<file path="src/rtl/cache_pkg.sv">
// Shared types and default widths for the cache refill controller slice.
package cache_pkg;

  localparam int ADDR_WIDTH_DEF = 32;
  localparam int DATA_WIDTH_DEF = 128;
  localparam int CNT_WIDTH_DEF  = 16;

  typedef enum logic [2:0] {
    IDLE,
    LOOKUP,
    CHECK,
    MEM_REQ,
    MEM_WAIT,
    FILL,
    WR_CACHE,
    WR_MEM
  } ctrl_state_e;

endpackage

</file>
<file path="src/rtl/cache_refill_ctrl_if.sv">
// CPU request/response, cache array and backing memory buses of the refill controller.
interface cache_refill_ctrl_if
  import cache_pkg::*;
#(
  parameter int ADDR_WIDTH = ADDR_WIDTH_DEF,
  parameter int DATA_WIDTH = DATA_WIDTH_DEF
);

  logic                  req_valid;
  logic                  req_ready;
  logic                  req_we;
  logic [ADDR_WIDTH-1:0] req_addr;
  logic [DATA_WIDTH-1:0] req_wdata;
  logic                  rsp_valid;
  logic [DATA_WIDTH-1:0] rsp_data;

  logic                  cache_read_en;
  logic                  cache_write_en;
  logic [ADDR_WIDTH-1:0] cache_addr;
  logic [DATA_WIDTH-1:0] cache_wdata;
  logic [DATA_WIDTH-1:0] cache_rdata;
  logic                  cache_hit;

  logic                  mem_req_valid;
  logic                  mem_req_ready;
  logic                  mem_req_we;
  logic [ADDR_WIDTH-1:0] mem_req_addr;
  logic [DATA_WIDTH-1:0] mem_req_wdata;
  logic                  mem_rsp_valid;
  logic [DATA_WIDTH-1:0] mem_rsp_data;

  // The controller is the master of the cache and memory buses and serves the CPU.
  modport master (
    input  req_valid, req_we, req_addr, req_wdata,
    output req_ready, rsp_valid, rsp_data,
    output cache_read_en, cache_write_en, cache_addr, cache_wdata,
    input  cache_rdata, cache_hit,
    output mem_req_valid, mem_req_we, mem_req_addr, mem_req_wdata,
    input  mem_req_ready, mem_rsp_valid, mem_rsp_data
  );

  modport slave (
    output req_valid, req_we, req_addr, req_wdata,
    input  req_ready, rsp_valid, rsp_data,
    input  cache_read_en, cache_write_en, cache_addr, cache_wdata,
    output cache_rdata, cache_hit,
    input  mem_req_valid, mem_req_we, mem_req_addr, mem_req_wdata,
    output mem_req_ready, mem_rsp_valid, mem_rsp_data
  );

endinterface

</file>
<file path="src/rtl/cache_sat_counter.sv">
// Event counter that sticks at all-ones instead of wrapping.
module cache_sat_counter #(
  parameter int WIDTH = 16
) (
  input  logic             clk,
  input  logic             reset,
  input  logic             inc,
  output logic [WIDTH-1:0] count
);

  always_ff @(posedge clk or posedge reset) begin
    if (reset) begin
      count <= '0;
    end else if (inc && (count != '1)) begin
      count <= count + WIDTH'(1);
    end
  end

endmodule

</file>
<file path="src/rtl/cache_refill_ctrl.sv">
// Request controller in front of a direct-mapped cache array: lookup, read-miss refill,
// write-through stores and saturating hit/miss statistics.
module cache_refill_ctrl
  import cache_pkg::*;
#(
  parameter int ADDR_WIDTH = ADDR_WIDTH_DEF,
  parameter int DATA_WIDTH = DATA_WIDTH_DEF,
  parameter int CNT_WIDTH  = CNT_WIDTH_DEF
) (
  input  logic                 clk,
  input  logic                 reset,
  cache_refill_ctrl_if.master  bus,
  output logic [CNT_WIDTH-1:0] stat_hits,
  output logic [CNT_WIDTH-1:0] stat_misses
);

  ctrl_state_e           state;
  ctrl_state_e           state_next;
  logic [ADDR_WIDTH-1:0] addr_q;
  logic [DATA_WIDTH-1:0] data_q;
  logic                  rsp_valid_q;
  logic [DATA_WIDTH-1:0] rsp_data_q;
  logic                  accept;
  logic                  hit_event;
  logic                  miss_event;

  assign accept     = (state == IDLE) && bus.req_valid;
  assign hit_event  = (state == CHECK) && bus.cache_hit;
  assign miss_event = (state == CHECK) && !bus.cache_hit;

  always_ff @(posedge clk or posedge reset) begin
    if (reset) begin
      state <= IDLE;
    end else begin
      state <= state_next;
    end
  end

  always_comb begin
    state_next = state;
    unique case (state)
      IDLE:     if (bus.req_valid) state_next = bus.req_we ? WR_CACHE : LOOKUP;
      LOOKUP:   state_next = CHECK;
      CHECK:    state_next = bus.cache_hit ? IDLE : MEM_REQ;
      MEM_REQ:  if (bus.mem_req_ready) state_next = MEM_WAIT;
      MEM_WAIT: if (bus.mem_rsp_valid) state_next = FILL;
      FILL:     state_next = IDLE;
      WR_CACHE: state_next = WR_MEM;
      WR_MEM:   if (bus.mem_req_ready) state_next = IDLE;
      default:  state_next = IDLE;
    endcase
  end

  always_comb begin
    bus.req_ready      = 1'b0;
    bus.cache_read_en  = 1'b0;
    bus.cache_write_en = 1'b0;
    bus.mem_req_valid  = 1'b0;
    bus.mem_req_we     = 1'b0;
    unique case (state)
      IDLE:           bus.req_ready = 1'b1;
      LOOKUP:         bus.cache_read_en = 1'b1;
      FILL, WR_CACHE: bus.cache_write_en = 1'b1;
      MEM_REQ:        bus.mem_req_valid = 1'b1;
      WR_MEM: begin
        bus.mem_req_valid = 1'b1;
        bus.mem_req_we    = 1'b1;
      end
      default: ;
    endcase
  end

  // data_q holds the store data for writes and is reused for the refill line on read misses.
  always_ff @(posedge clk or posedge reset) begin
    if (reset) begin
      addr_q      <= '0;
      data_q      <= '0;
      rsp_valid_q <= 1'b0;
      rsp_data_q  <= '0;
    end else begin
      rsp_valid_q <= 1'b0;
      if (accept) begin
        addr_q <= bus.req_addr;
        data_q <= bus.req_wdata;
      end
      if ((state == MEM_WAIT) && bus.mem_rsp_valid) begin
        data_q <= bus.mem_rsp_data;
      end
      unique case (state)
        CHECK: begin
          if (bus.cache_hit) begin
            rsp_valid_q <= 1'b1;
            rsp_data_q  <= bus.cache_rdata;
          end
        end
        FILL: begin
          rsp_valid_q <= 1'b1;
          rsp_data_q  <= data_q;
        end
        WR_MEM: begin
          if (bus.mem_req_ready) begin
            rsp_valid_q <= 1'b1;
            rsp_data_q  <= '0;
          end
        end
        default: ;
      endcase
    end
  end

  assign bus.rsp_valid     = rsp_valid_q;
  assign bus.rsp_data      = rsp_data_q;
  assign bus.cache_addr    = addr_q;
  assign bus.cache_wdata   = data_q;
  assign bus.mem_req_addr  = addr_q;
  assign bus.mem_req_wdata = data_q;

  cache_sat_counter #(.WIDTH(CNT_WIDTH)) u_hit_counter (
    .clk   (clk),
    .reset (reset),
    .inc   (hit_event),
    .count (stat_hits)
  );

  cache_sat_counter #(.WIDTH(CNT_WIDTH)) u_miss_counter (
    .clk   (clk),
    .reset (reset),
    .inc   (miss_event),
    .count (stat_misses)
  );

endmodule

</file>
<file path="src/flat_wrapper.sv">
// flat-port wrapper written by rule: the top's interface ports become plain ports
module cache_refill_ctrl_flat import cache_pkg::*;
#(
  parameter int ADDR_WIDTH = ADDR_WIDTH_DEF,
  parameter int DATA_WIDTH = DATA_WIDTH_DEF,
  parameter int CNT_WIDTH  = CNT_WIDTH_DEF
)
  (clk, reset, stat_hits, stat_misses, bus_req_valid, bus_req_we, bus_req_addr, bus_req_wdata, bus_req_ready, bus_rsp_valid, bus_rsp_data, bus_cache_read_en, bus_cache_write_en, bus_cache_addr, bus_cache_wdata, bus_cache_rdata, bus_cache_hit, bus_mem_req_valid, bus_mem_req_we, bus_mem_req_addr, bus_mem_req_wdata, bus_mem_req_ready, bus_mem_rsp_valid, bus_mem_rsp_data);
  cache_refill_ctrl_if #(.ADDR_WIDTH(ADDR_WIDTH), .DATA_WIDTH(DATA_WIDTH)) bus_i ();
  input  logic clk;
  input  logic reset;
  output logic [CNT_WIDTH-1:0] stat_hits;
  output logic [CNT_WIDTH-1:0] stat_misses;
  input wire logic [$bits(bus_i.req_valid)-1:0] bus_req_valid;
  input wire logic [$bits(bus_i.req_we)-1:0] bus_req_we;
  input wire logic [$bits(bus_i.req_addr)-1:0] bus_req_addr;
  input wire logic [$bits(bus_i.req_wdata)-1:0] bus_req_wdata;
  output wire logic [$bits(bus_i.req_ready)-1:0] bus_req_ready;
  output wire logic [$bits(bus_i.rsp_valid)-1:0] bus_rsp_valid;
  output wire logic [$bits(bus_i.rsp_data)-1:0] bus_rsp_data;
  output wire logic [$bits(bus_i.cache_read_en)-1:0] bus_cache_read_en;
  output wire logic [$bits(bus_i.cache_write_en)-1:0] bus_cache_write_en;
  output wire logic [$bits(bus_i.cache_addr)-1:0] bus_cache_addr;
  output wire logic [$bits(bus_i.cache_wdata)-1:0] bus_cache_wdata;
  input wire logic [$bits(bus_i.cache_rdata)-1:0] bus_cache_rdata;
  input wire logic [$bits(bus_i.cache_hit)-1:0] bus_cache_hit;
  output wire logic [$bits(bus_i.mem_req_valid)-1:0] bus_mem_req_valid;
  output wire logic [$bits(bus_i.mem_req_we)-1:0] bus_mem_req_we;
  output wire logic [$bits(bus_i.mem_req_addr)-1:0] bus_mem_req_addr;
  output wire logic [$bits(bus_i.mem_req_wdata)-1:0] bus_mem_req_wdata;
  input wire logic [$bits(bus_i.mem_req_ready)-1:0] bus_mem_req_ready;
  input wire logic [$bits(bus_i.mem_rsp_valid)-1:0] bus_mem_rsp_valid;
  input wire logic [$bits(bus_i.mem_rsp_data)-1:0] bus_mem_rsp_data;
  assign bus_i.req_valid = bus_req_valid;
  assign bus_i.req_we = bus_req_we;
  assign bus_i.req_addr = bus_req_addr;
  assign bus_i.req_wdata = bus_req_wdata;
  assign bus_req_ready = bus_i.req_ready;
  assign bus_rsp_valid = bus_i.rsp_valid;
  assign bus_rsp_data = bus_i.rsp_data;
  assign bus_cache_read_en = bus_i.cache_read_en;
  assign bus_cache_write_en = bus_i.cache_write_en;
  assign bus_cache_addr = bus_i.cache_addr;
  assign bus_cache_wdata = bus_i.cache_wdata;
  assign bus_i.cache_rdata = bus_cache_rdata;
  assign bus_i.cache_hit = bus_cache_hit;
  assign bus_mem_req_valid = bus_i.mem_req_valid;
  assign bus_mem_req_we = bus_i.mem_req_we;
  assign bus_mem_req_addr = bus_i.mem_req_addr;
  assign bus_mem_req_wdata = bus_i.mem_req_wdata;
  assign bus_i.mem_req_ready = bus_mem_req_ready;
  assign bus_i.mem_rsp_valid = bus_mem_rsp_valid;
  assign bus_i.mem_rsp_data = bus_mem_rsp_data;
  cache_refill_ctrl #(.ADDR_WIDTH(ADDR_WIDTH), .DATA_WIDTH(DATA_WIDTH), .CNT_WIDTH(CNT_WIDTH)) u_core (.clk(clk), .reset(reset), .bus(bus_i), .stat_hits(stat_hits), .stat_misses(stat_misses));
endmodule
</file>
<file path="config.mk">
export PLATFORM = sky130hd
export DESIGN_NAME = cache_refill_ctrl_flat
export DESIGN_NICKNAME = d
export VERILOG_FILES = /design/src/rtl/cache_pkg.sv /design/src/rtl/cache_refill_ctrl_if.sv /design/src/rtl/cache_sat_counter.sv /design/src/rtl/cache_refill_ctrl.sv /design/src/flat_wrapper.sv
export SDC_FILE = /design/constraint.sdc
export NUM_CORES = 1
export LEC_CHECK = 0
export CAP_MARGIN = 20
export CORE_AREA = 2 2 356 358
export DETAILED_ROUTE_END_ITERATION = 8
export DIE_AREA = 0 0 358 360
export PLACE_DENSITY = 0.36
export SYNTH_ARGS = -nofsm -noshare
export SYNTH_HDL_FRONTEND = slang
export SYNTH_SLANG_ARGS = --single-unit
</file>
<file path="constraint.sdc">
create_clock -name clk -period 14.2 [get_ports clk]
set_input_delay 2.84 -clock clk [delete_from_list [all_inputs] [get_ports clk]]
set_output_delay 2.84 -clock clk [all_outputs]
set_load 0.01 [all_outputs]
</file>
==> results.md <==
* Core ar. at between 100000 and 150000 um^2
* Syn Area/Cell at 9.79 um^2
* Met2 Use GR at 0.215
* TritonCTS Buffers at 45
* Row cnt at 130
* Crit path from: u_core.state[0]
* Synth async-reset ratio at 1.00
* Outcome: complete, no violations
* Startpoint types: flip-flop
* CTS tree: yes
* Final ANT Viol Nets at 0
* Slowest stage delay, CP at between 0.7 and 0.8 ns
* Combinational power share at 0.492
* Nets at 2786
* Largest cells by area after synthesis: dfrtp_1, mux2i_1, o21ai_0, buf_4, nand2_1
* Initial antenna violation count at 19
* Routed vias/inst at approximately 3.6
* GP Congestion at about 0.82
* Max Slew Vio Count at 0
* Tot Pwr at roughly 6 mW
* Tcrit/Tclk final at 0.408
* Via count at around 15000
* Grt met1 use at 0.147
* Root buffer cell: clkbuf_16
* Synth top area share at 0.497
* Final hold slack at between 0.4 and 0.5 ns
* Synth unique cells at between 40 and 50
* Worst path required time at 11.36 ns
* LEAKAGE at a little over 10 nW
* R2R Setup Slk at 10.53 ns
* Clock tree buffer depth at 3
* Clock-pin slew on the worst setup and hold paths at roughly 0.06 ns
* Flops & latches, synth at between 300 and 400
* Critical-path maximum fanout at 31
* Fmax at around 170 MHz
* Gate Count Post-Synth at approximately 1700
* First-pass GRT wire length at 117000 um
* Area delta synth->final at 68.4%
* Leading cell types by count after synthesis: dfrtp_1, nand2_1, o21ai_0
* Reg2Reg Launch Point: u_core.state[1]
* Clk_lat worst skew at roughly 0.60 ns
* Fin. Hold Viols at 0
* Synthesized cell area at between 15000 and 20000 um^2
* Layout cells sized above 1 at 0.0584
* GR Overflow Total at 0
* Critical-path top delay cell: clkdlybuf4s50_1
* Met3 Track Usage GR at 0.0381
* Setup TNS at 0 ns
* Hold Path Class: reg2reg
* Largest net degree at the start of global routing at 114
* Net Sw Frac at 0.393
* Post-DP HPWL at between 60000 and 70000 um
* Initial Util at 0.131
* Final setup violating endpoints at 0
* Clk pwr share at 0.200
* Syn Nets at about 2100
* Clk_skew at 0.0219 ns
* Critical path arrival at a little under 3 ns
* Yosys warnings at 0
* GRT Max-Usage Layer: met2
* CP Capture Type: output pin
* Max-slew headroom at 0.327
* # H-tree levels at 2
* # resized after CTS at 0
* Worst r2r path cells at 6
* Share of power burned in registers at 0.308
* Number of I/O port buffers at ~910
* RSZ-0062 raised after global routing: no
* Most frequent cell after synthesis: dfrtp_1
* Post-CTS Hold Buffers at 0
* Detailed Routing Iterations Pass 1 at 4
* DRC viols at 0
* Die W at around 360 um
* Crit path to: bus_mem_req_we
* Worst Max-Slew Pin Slew at 1.01 ns
* # clock sinks at roughly 320
* Vias in the first global route at 15554
* Top-Level Pins at 909
* Min Tclk post-route at between 5 and 6 ns
* P per Cell Area at 217 nW/um^2
* WS Path Type: reg2out
* Maxcap violations at 0
* Primary FF master, synth: dfrtp_1
* Internal power at around 3.6 mW
* Worst VDD drop at 0.0000891 V
* First-iteration detailed-routing DRC count at about 700
* WL per Instance at around 20 um
* Final wirelength at about 83000 um
* P_sw at approximately 2.3 mW
* R2r endpoint: u_core.bus.cache_wdata[62]
* Critical-path cell list: nand2_4 > nor2_1 > clkdlybuf4s50_1
* Die height at around 360 um
* Postcts setup bufs at 0
* Area leader, netlist: dfrtp_1
* GRT Util Overall at 0.125
* Area of the die at about 130000 um^2
* Sequential-to-total area share from yosys stat at 0.497
* Post-synth EDFFs at 0
-- layer usage --
layer / wire length, um / part of all wire
met5: 70 / 0.00084
met1: 33900 / 0.41
met3: 6330 / 0.076
met2: 41400 / 0.50
met4: 1710 / 0.020
-- per-stage QoR --
step | worst slack, ns | instance area [um^2] | cells | util
floorplan | 2.39 | 16300 | 1666 | -
global placement | 8.17 | 25900 | 3964 | 0.207
detailed placement | 8.14 | 25900 | 3964 | 0.207
CTS | 8.22 | 27400 | 4048 | 0.220
global route | 8.08 | 27400 | 4056 | 0.220
finish | 8.41 | 27400 | 4058 | 0.220
-- placed cells by master, fill, tap and decap left out, drive strengths merged, types with 20 or more instances in the layout --
cell           instances
clkbuf                74
mux2                  35
nand2                268
nor3b                129
mux2i                129
buf                   20
o21ai                257
dfrtp                324
a21oi                129
clkdlybuf4s50        908
-- how the worst min path moves through the flow --
stage / start / end / slack (ns) / cells past startpoint
6_report: u_core.bus.rsp_data[108] / u_core.bus.rsp_data[108] / 0.48 / 2
4_1_cts: u_core.bus.rsp_data[67] / u_core.bus.rsp_data[67] / 0.48 / 2
5_1_grt: u_core.bus.rsp_data[102] / u_core.bus.rsp_data[102] / 0.50 / 2
3_3_place_gp: u_core.bus.rsp_data[59] / u_core.bus.rsp_data[59] / 0.46 / 2
3_5_place_dp: u_core.bus.rsp_data[53] / u_core.bus.rsp_data[53] / 0.47 / 2
2_1_floorplan: u_core.bus.rsp_data[118] / u_core.bus.rsp_data[118] / 0.51 / 2
-- state kept, by name, indices dropped and copies added (netlist names) --
name,count
u_core.bus.cache_addr,32
u_core.bus.cache_wdata,128
u_core.bus.rsp_data,128
u_core.bus.rsp_valid,1
u_core.state,3
u_core.u_hit_counter.count,16
u_core.u_miss_counter.count,16
-- power by group through the flow --
stage	sequential [mW]	clock, mW	combinational, mW
floorplan	1.81	0	1.37
global placement	1.85	0	3.00
detailed placement	1.86	0	2.99
CTS	1.86	1.25	3.00
global route	1.91	1.28	3.19
finish	1.84	1.19	2.93
-- worst max-delay path, delay by kind of cell (launching register included) --
family,cells,cell delay (ns)
AND/OR/NAND/NOR,2,0.91
buffers and inverters,1,0.74
flip-flops,1,0.70
-- cells by family (layout without fill, tap and decap cells) --
kind of cell | after synthesis | in the layout | synth area share
DFF | 324 | 324 | 0.497
other | 0 | 10 | 0
adders and majority gates | 2 | 2 | 0.00153
and+or+nand+nor | 463 | 463 | 0.147
xor gates and xnor gates | 27 | 27 | 0.0145
AOI/OAI and AO/OA | 398 | 398 | 0.124
buffers and inverters | 288 | 1020 | 0.112
muxes | 164 | 164 | 0.103
-- area by class of cell --
type | instances | area, um^2
flip-flops and latches | 324 | 8110
clock buffers | 74 | 1450
well taps | 1650 | 2060
repair buffers | 928 | 9250
fillers | 13651 | 97500
inverters | 8 | 37.5
clock inverters | 10 | 108
multi-input cells | 1054 | 6400
diodes | 10 | 25.0
Note: power is estimated with default switching activity, not from simulation.
